**config.mk**
```make
export PLATFORM = sky130hd
export DESIGN_NAME = branch_predict_judge
export DESIGN_NICKNAME = d
export VERILOG_FILES = /design/src/rtl/branch_predict_judge.sv
export SDC_FILE = /design/constraint.sdc
export NUM_CORES = 1
export LEC_CHECK = 0
export CORE_AREA = 5 5 134 136
export CTS_CLUSTER_DIAMETER = 100
export CTS_CLUSTER_SIZE = 8
export DETAILED_ROUTE_END_ITERATION = 6
export DIE_AREA = 0 0 139 141
export PLACE_DENSITY = 0.74
export SYNTH_ARGS = -nofsm -noshare
export SYNTH_HDL_FRONTEND = slang
export SYNTH_SLANG_ARGS = --single-unit
```
**constraint.sdc**
```tcl
create_clock -name clk -period 2.9 [get_ports clk]
set_clock_uncertainty 0.15 [all_clocks]
set_input_delay 0.29 -clock clk [delete_from_list [all_inputs] [get_ports clk]]
set_output_delay 0.29 -clock clk [all_outputs]
set_load 0.05 [all_outputs]
```
**src/rtl/branch_predict_judge.sv**
```systemverilog
// Decode-stage branch resolver with a direct-mapped BHT of 2-bit saturating counters.
// Define PERF_CNT_EN to add the perf_branches / perf_mispred counters. Branch codes: EQ=1 NEQ=2 GEZ=3 GTZ=4 LEZ=5 LTZ=6.
module branch_predict_judge #(
  parameter int         DATA_W    = 32,
  parameter int         BHT_DEPTH = 64,
  parameter logic [1:0] CNT_INIT  = 2'b01
) (
  input  logic              clk,
  input  logic              resetn,
  input  logic [31:0]       pcF,
  output logic              pred_takenF,
  input  logic              stallD,
  input  logic              flushD,
  input  logic [DATA_W-1:0] srca2D,
  input  logic [DATA_W-1:0] srcb2D,
  input  logic [2:0]        branchcontrolD,
  input  logic              branchD,
  output logic              pcsrcD,
  output logic              pred_takenD,
  output logic              mispredictD
`ifdef PERF_CNT_EN
  ,
  output logic [31:0]       perf_branches,
  output logic [31:0]       perf_mispred
`endif
);

  localparam int IDX_W = $clog2(BHT_DEPTH);

  localparam logic [2:0] BRANCH_EQ  = 3'b001;
  localparam logic [2:0] BRANCH_NEQ = 3'b010;
  localparam logic [2:0] BRANCH_GEZ = 3'b011;
  localparam logic [2:0] BRANCH_GTZ = 3'b100;
  localparam logic [2:0] BRANCH_LEZ = 3'b101;
  localparam logic [2:0] BRANCH_LTZ = 3'b110;

  logic [1:0]       bht_q [BHT_DEPTH];
  logic             pred_q;
  logic [IDX_W-1:0] idx_q;
  logic             live_q;
  logic [IDX_W-1:0] idx_f_s;
  logic             cond_s;
  logic             train_s;
  logic [1:0]       cnt_next_s;
  logic             unused_pc_s;

  function automatic logic [1:0] sat_step(input logic [1:0] cnt, input logic up);
    if (up) begin
      return (cnt == 2'b11) ? 2'b11 : cnt + 2'b01;
    end else begin
      return (cnt == 2'b00) ? 2'b00 : cnt - 2'b01;
    end
  endfunction

  assign idx_f_s     = pcF[IDX_W+1:2];
  assign unused_pc_s = ^{pcF[31:IDX_W+2], pcF[1:0]};
  assign pred_takenF = bht_q[idx_f_s][1];
  assign pred_takenD = pred_q;

  // Branch condition evaluation on the forwarded operands.
  always_comb begin
    cond_s = 1'b0;
    case (branchcontrolD)
      BRANCH_EQ:  cond_s = (srca2D == srcb2D);
      BRANCH_NEQ: cond_s = (srca2D != srcb2D);
      BRANCH_GEZ: cond_s = ~srca2D[DATA_W-1];
      BRANCH_GTZ: cond_s = ~srca2D[DATA_W-1] & (srca2D != '0);
      BRANCH_LEZ: cond_s = srca2D[DATA_W-1] | (srca2D == '0);
      BRANCH_LTZ: cond_s = srca2D[DATA_W-1];
      default:    cond_s = 1'b0;
    endcase
  end

  assign pcsrcD      = branchD & cond_s;
  assign mispredictD = branchD & ~stallD & (pcsrcD != pred_q);
  // live_q blocks training on the first edge after reset release
  assign train_s     = branchD & ~stallD & ~flushD & live_q;
  assign cnt_next_s  = sat_step(bht_q[idx_q], pcsrcD);

  // BHT storage: one counter trained per cycle at most, no read bypass.
  always_ff @(posedge clk or negedge resetn) begin
    if (!resetn) begin
      for (int i = 0; i < BHT_DEPTH; i++) begin
        bht_q[i] <= CNT_INIT;
      end
    end else if (train_s) begin
      bht_q[idx_q] <= cnt_next_s;
    end
  end

  // F->D prediction pipe; flush wins over stall.
  always_ff @(posedge clk or negedge resetn) begin
    if (!resetn) begin
      pred_q <= 1'b0;
      idx_q  <= '0;
      live_q <= 1'b0;
    end else begin
      live_q <= 1'b1;
      if (flushD) begin
        pred_q <= 1'b0;
        idx_q  <= '0;
      end else if (!stallD) begin
        pred_q <= pred_takenF;
        idx_q  <= idx_f_s;
      end
    end
  end

`ifdef PERF_CNT_EN
  // Resolved-branch and mispredict counters, wrapping at 32 bits.
  always_ff @(posedge clk or negedge resetn) begin
    if (!resetn) begin
      perf_branches <= 32'd0;
      perf_mispred  <= 32'd0;
    end else if (train_s) begin
      perf_branches <= perf_branches + 32'd1;
      if (mispredictD) begin
        perf_mispred <= perf_mispred + 32'd1;
      end
    end
  end
`endif

endmodule
```
Word level (Yosys, flattened, before mapping)
Index checks and enable logic that the tools add are counted.
{"block": "word_totals", "ff_bits": 136, "inputBits": 104, "wordCells": 116}
{"block": "op_classes", "n_addsub": 2, "n_lt_le_gt_ge": 3, "eq_ne": 11, "mux": 17, "bitwise": 12, "n_reduce_logical": 4}
{"op": "$bwmux 128", "count": 1}
{"op": "$eq 32x32->1", "count": 1}
{"op": "$logic_not 32->1", "count": 1}
{"op": "$ne 32x32->1", "count": 1}
{"op": "$reduce_bool 32->1", "count": 1}
{"op": "$bmux 2 s6", "count": 2}
{"op": "$mux 2", "count": 8}
{"op": "$ge 7x7->1 const B", "count": 2}
{"op": "$not 6->7", "count": 2}
{"op": "$demux 2 s6", "count": 1}
{"op": "$mux 6", "count": 2}
{"op": "$eq 3x3->1 const B", "count": 3}
{"op": "$lt 7x1->1 const B", "count": 1}
{"op": "$and 1x1->1", "count": 6}
{"op": "$eq 3x2->1 const B", "count": 2}
{"op": "$pmux 1 s6", "count": 1}
{"op": "$eq 3x1->1 const B", "count": 1}
{"op": "$not 1->1", "count": 3}
{"op": "$add 2x1->2 const B", "count": 1}
{"op": "$eq 2x2->1 const B", "count": 1}
{"op": "$logic_not 2->1", "count": 1}
{"op": "$mux 1", "count": 2}
{"op": "$ne 2x1->1 const B", "count": 1}
{"op": "$sub 2x1->2 const B", "count": 1}
{"op": "other kinds (3)", "count": 3}

Longest topological paths before layout
{"block": "depth", "depth_word": 8, "mapped_depth": 13, "mapped_depth_nobuf": 7}

Least setup slack after synthesis
No wires, ideal clock.
{"block": "synth_timing", "path_kind": "input to register", "startpoint": "input pcF[2]", "endpoint": "register pred_q (netlist: pred_takenD)", "setup_ns": 0.128, "arrival_time_ns": 2.781, "path_slack_ns": -0.159, "stages": 8, "n_path_buf": 2, "cell_sequence": "clkbuf_1 buf_2 mux4_2 mux4_2 a211oi_1 a21oi_1 mux2i_1 nor2_1"}
{"block": "synth_via", "elab_chain_cells": 6}
{"element": "start, declared", "line_no": "10", "source": "input logic [31:0] pcF,"}
{"element": "$not 6->7 (not written as such)", "line_no": "57", "source": "assign pred_takenF = bht_q[idx_f_s][1];"}
{"element": "$bmux 2 s6", "line_no": "57"}
{"element": "$mux 2 (not written as such) (2 in series)", "line_no": "57"}
{"element": "named net pred_takenF", "line_no": "11", "source": "output logic pred_takenF,"}
{"element": "$mux 1", "line_no": "102", "source": "end else if (!stallD) begin"}
{"element": "$mux 1", "line_no": "99", "source": "if (flushD) begin"}
{"element": "end signal, assigned", "line_no": "103", "source": "pred_q <= pred_takenF;"}
{"element": "end, declared", "line_no": "38", "source": "logic pred_q;"}
The timed path passes the listed nets, and every way through them passes these cells. The select of a mux whose other input is x is not followed.
A chain may end at the register's enable or synchronous reset.

Final worst setup path
{"block": "layout_timing", "startpoint": "register idx_q[0]", "endpoint": "register bht_q[30] (netlist bit)"}
{"block": "layout_via", "elab_chain_cells": 8}
{"element": "start, declared", "line_no": "39", "source": "logic [IDX_W-1:0] idx_q;"}
{"element": "start signal, assigned", "line_no": "104", "source": "idx_q <= idx_f_s;"}
{"element": "$not 6->7 (not written as such) *", "line_no": "78, 87"}
{"element": "$bmux 2 s6", "line_no": "78", "source": "assign cnt_next_s = sat_step(bht_q[idx_q], pcsrcD);"}
{"element": "$mux 2 (not written as such) (2 in series)", "line_no": "78"}
{"element": "$sub 2x1->2 (tied with other cells)", "line_no": "51", "source": "return (cnt == 2'b00) ? 2'b00 : cnt - 2'b01;"}
{"element": "$mux 2, on equally long branches", "line_no": "51, 49"}
{"element": "$mux 2", "line_no": "48", "source": "if (up) begin"}
{"element": "$bwmux 128 *", "line_no": "87", "source": "bht_q[idx_q] <= cnt_next_s;"}
{"element": "end signal, assigned by index", "line_no": "87"}
{"element": "end, declared", "line_no": "37", "source": "logic [1:0] bht_q [BHT_DEPTH];"}
Every way passes the cells marked *; elsewhere a longest branch is shown, timed or not. The select of a mux whose other input is x is not followed.

==> metrics.md <==
| Metric | Value |
|---|---|
| Inserted Clock Buffers | 17 |
| Power density over the cells | 490 nW/um2 |
| Deepest level of the CTS H-tree | 4 |
| Floorplan die height | 141 um |
| Synthesized flop and latch total | 136 |
| Crit. End Element | register |
| Number of setup violations in the final report | roughly 120 |
| I/O pin count | 108 |
| Die Span X | 139 um |
| Average vias per placed instance | around 6.4 |
| Global-route wire length before repair | 43300 um |
| Top Usage Layer GRT | met2 |
| Most used flip-flop cell after synthesis | dfrtp_1 |
| Tightest Pin Transition | a little over 700 ps |
| Routed length per instance | 22.8 um |
| Overall die area | 19600 um2 |
| Clock sink total | 136 |
| M3 GR Usage | 7.53% |
| Maximum number of pins on one net before global-route repair | 76 |
| Signal arrival time at the worst endpoint | roughly 3300 ps |
| Hold Fails Final Rpt | 0 |
| TNS Setup | -10310 ps |
| Kind of critical path | register to register |
| Root cell of the clock tree | clkbuf_16 |
| Number of antenna violations at the first check in global routing | 0 |
| Number of distinct standard cells referenced by the synthesized netlist | 53 |
| Violated checks | setup timing |
| Global routing met2 resource utilization | a little under half |
| Synthesized net count | about 950 |
| Placement row count | 48 |
| Area of the core | about 17000 um2 |
| Share of final-layout standard cells stronger than drive strength 1 | 35.9% |
| Met1 capacity usage during global routing | 34.5% |
| Mean instance size in the synthesized netlist | 9.45 um2 |
| Maximum count of clock buffers along a single path | 2 |
| Leak pwr | 4.58 nW |
| Signed area change from the synthesized netlist to the final layout | 41.3% |
| Clock-pin slew on the worst setup and hold paths | approximately 60 ps |
| Number of filler cells placed in the layout | 1202 |
| Post-route worst setup slack | -141 ps |
| Non-filler cells, final | 1253 |
| CTS tree | done |
| Total area of sequential cells | 3490 um2 |
| Initial cell density of the core | 47.5% |
| Type of the most critical hold path | register to register |
| Share of the clock period used by the worst path | 105% |
| Number of global-route vias before repair | 8014 |
| Post-detailed-routing wire length | around 29000 um |
| Share of async-settable or async-resettable flops after synthesis | 100% |
| Vias post-DR | 8001 |
| EDFF count, synth | 0 |
| Count of inserted antenna diode cells | 0 |
| Final weighted congestion in routability-driven placement | roughly 0.96 |
| Max Transition Viols Final | 0 |
| Setup repair after global routing missed its margin | true |
| Remaining antenna violation count after routing | 0 |
| Kind of launch point of the worst setup path | register |
| Outcome | finished, violations left |
| Post-DP HPWL | 17900 um |
| Cell count after placement | between 1000 and 1500 |
| Post-synthesis cell area | 7980 um2 |
| Req. time, crit path | 3110 ps |
| Final layout net count | 1119 |
| Final worst path period need | 3040 ps |
| Number of warning messages in the yosys log | 0 |
| Sequential fraction of the synthesis area | 43.6% |
| Max Fclk | 329 MHz |
| Residual DRC count | 0 |
| Port-buffer cells | 81 |
| Number of search-and-repair iterations in the first detailed-routing pass | 6 |
| CP Max Fanout | 10 |
| Worst ir drop on vdd | 0.000505 V |
| Gr usage total | 28.0% |
| Remaining Overflow, GRT | 0 |
| Relative slew slack | 52.2% |
| Combined area of the multi-input logic cells | 4780 um2 |
| Maxcap violations | 0 |
| Count of routing violations after the opening detailed-route iteration | roughly 940 |
| Clk_lat worst skew | 440 ps |
| Post-synthesis cell count | 845 |
==> placed cells by master (no fill, tap or decap), types with 10 or more instances in the layout <==
| cell | instances |
|---|---|
| clkdlybuf4s50_1 | 22 |
| dlymetal6s2s_1 | 12 |
| mux4_2 | 31 |
| mux2i_1 | 18 |
| nand4_1 | 10 |
| clkbuf_16 | 20 |
| a22oi_1 | 10 |
| o31ai_2 | 35 |
| o31ai_1 | 12 |
| dfrtp_1 | 71 |
| buf_4 | 95 |
| xnor2_1 | 29 |
| o21ai_0 | 14 |
| inv_1 | 10 |
| nor2_1 | 149 |
| mux2_2 | 12 |
| a31oi_1 | 66 |
| dlygate4sd2_1 | 42 |
| nand2_1 | 126 |
| buf_6 | 17 |
| dfstp_2 | 64 |
| buf_12 | 13 |
==> final timing paths <==
kind	endpoint	cells after the start	start	slack, ps
worst min register to register	bht_q[24]$_DFFE_PN1P_	2	bht_q[24]$_DFFE_PN1P_	320
max in group asynchronous	bht_q[66]$_DFFE_PN1P_	3	resetn	1470
worst max register to register	bht_q[30]$_DFFE_PN1P_	12	idx_q[0]$_DFFE_PN0P_	-140
worst max-delay path	bht_q[30]$_DFFE_PN1P_	12	idx_q[0]$_DFFE_PN0P_	-140
worst min-delay path	bht_q[24]$_DFFE_PN1P_	2	bht_q[24]$_DFFE_PN1P_	320
min in group asynchronous	bht_q[125]$_DFFE_PN0P_	2	resetn	330
==> where the power goes <==
part	leakage (nW)	switching [mW]	internal [mW]
registers	1.65	0.0572	1.98
logic	2.65	0.740	0.579
clock network	0.275	0.884	1.29
total	4.58	1.68	3.85
==> worst max-delay path, cell delays in order (launching register included) <==
cell and delay (ps):
dfrtp_4 510, buf_12 170, buf_6 150, mux2i_1 220, a211oi_1 130, a311oi_1 330, a2bb2oi_1 230, nand4b_1 150
buf_6 180, a22oi_4 330, buf_6 200, buf_8 130, o22ai_2 70
==> registers in the layout (all words and copies together) (netlist names) <==
name	flops
idx_q	6
pred_takenD	1
bht_q	128
live_q	1
==> cell usage after synthesis (all sizes together), types with 2 or more instances <==
cell	n	area share, %
o2bb2ai	2	0.22
clkbuf	15	0.71
dfstp	64	21
mux4	31	8.7
o31ai	54	5.1
nand3b	3	0.28
xnor2	34	3.7
nand2	127	6.0
or3b	2	0.22
dfrtp	72	23
and3	3	0.24
nand4	10	0.78
nor3b	3	0.28
and2	5	0.39
o22ai	11	0.86
nor3	3	0.19
nand2b	3	0.24
nor2	152	7.1
o21ai	18	1.1
mux2i	19	2.4
o41ai	2	0.22
o221ai	3	0.33
and3b	2	0.22
clkinv	2	0.094
nor2b	6	0.47
inv	10	0.47
a21oi	8	0.50
a22oi	13	1.4
mux2	13	1.8
a211oi	3	0.28
or3	2	0.16
nand3	4	0.25
nor4	10	0.78
o32ai	2	0.22
buf	45	2.9
a31oi	66	5.2
a221oi	13	1.4
==> kinds of logic after synthesis <==
kind of cell              Yosys count  share of synthesized area [%]
and+or+nand+nor                   337                           17.8
AOI/OAI and AO/OA                 202                           17.7
DFF                               136                           43.6
buffers and inverters              72                           4.12
muxes                              63                           13.0
xor gates and xnor gates           34                           3.73
other                               1                         0.0470
==> layer usage <==
layer  part of all wire, %  up-vias
met5                     0        -
met4                   5.3        0
met3                    12      133
met2                    47      573
met1                    36     3837
li1                      -     3458
==> repair_timing <==
item,in CTS,in global routing
gates cloned,3,5
hold endpoints to repair,42,0
hold buffers,1,0
setup buffers,12,2
endpoints found under the setup margin,131,130
gates resized for setup,121,68
pin swaps,38,38
==> through the flow <==
step	utilization [%]	hold slack [ps]	setup WS [ps]	power [mW]	instance area (um2)
4_1_cts	64.4	319	-7.17	5.36	10800
3_3_place_gp	58.0	228	-249	3.08	9750
6_report	67.1	316	-141	5.53	11300
5_1_grt	67.1	333	-255	5.69	11300
2_1_floorplan	-	-156	42.6	2.58	7980
3_5_place_dp	58.0	230	-333	3.09	9750
==> final cells by class <==
cell class	count	area share [%]
Clock buffer	18	3.89
Clock inverter	14	1.34
Inverter	12	0.399
Multi-Input combinational cell	637	42.4
Sequential cell	136	30.9
Tap cell	225	2.50
Timing Repair Buffer	211	18.6
(Power assumes the default switching activity.)
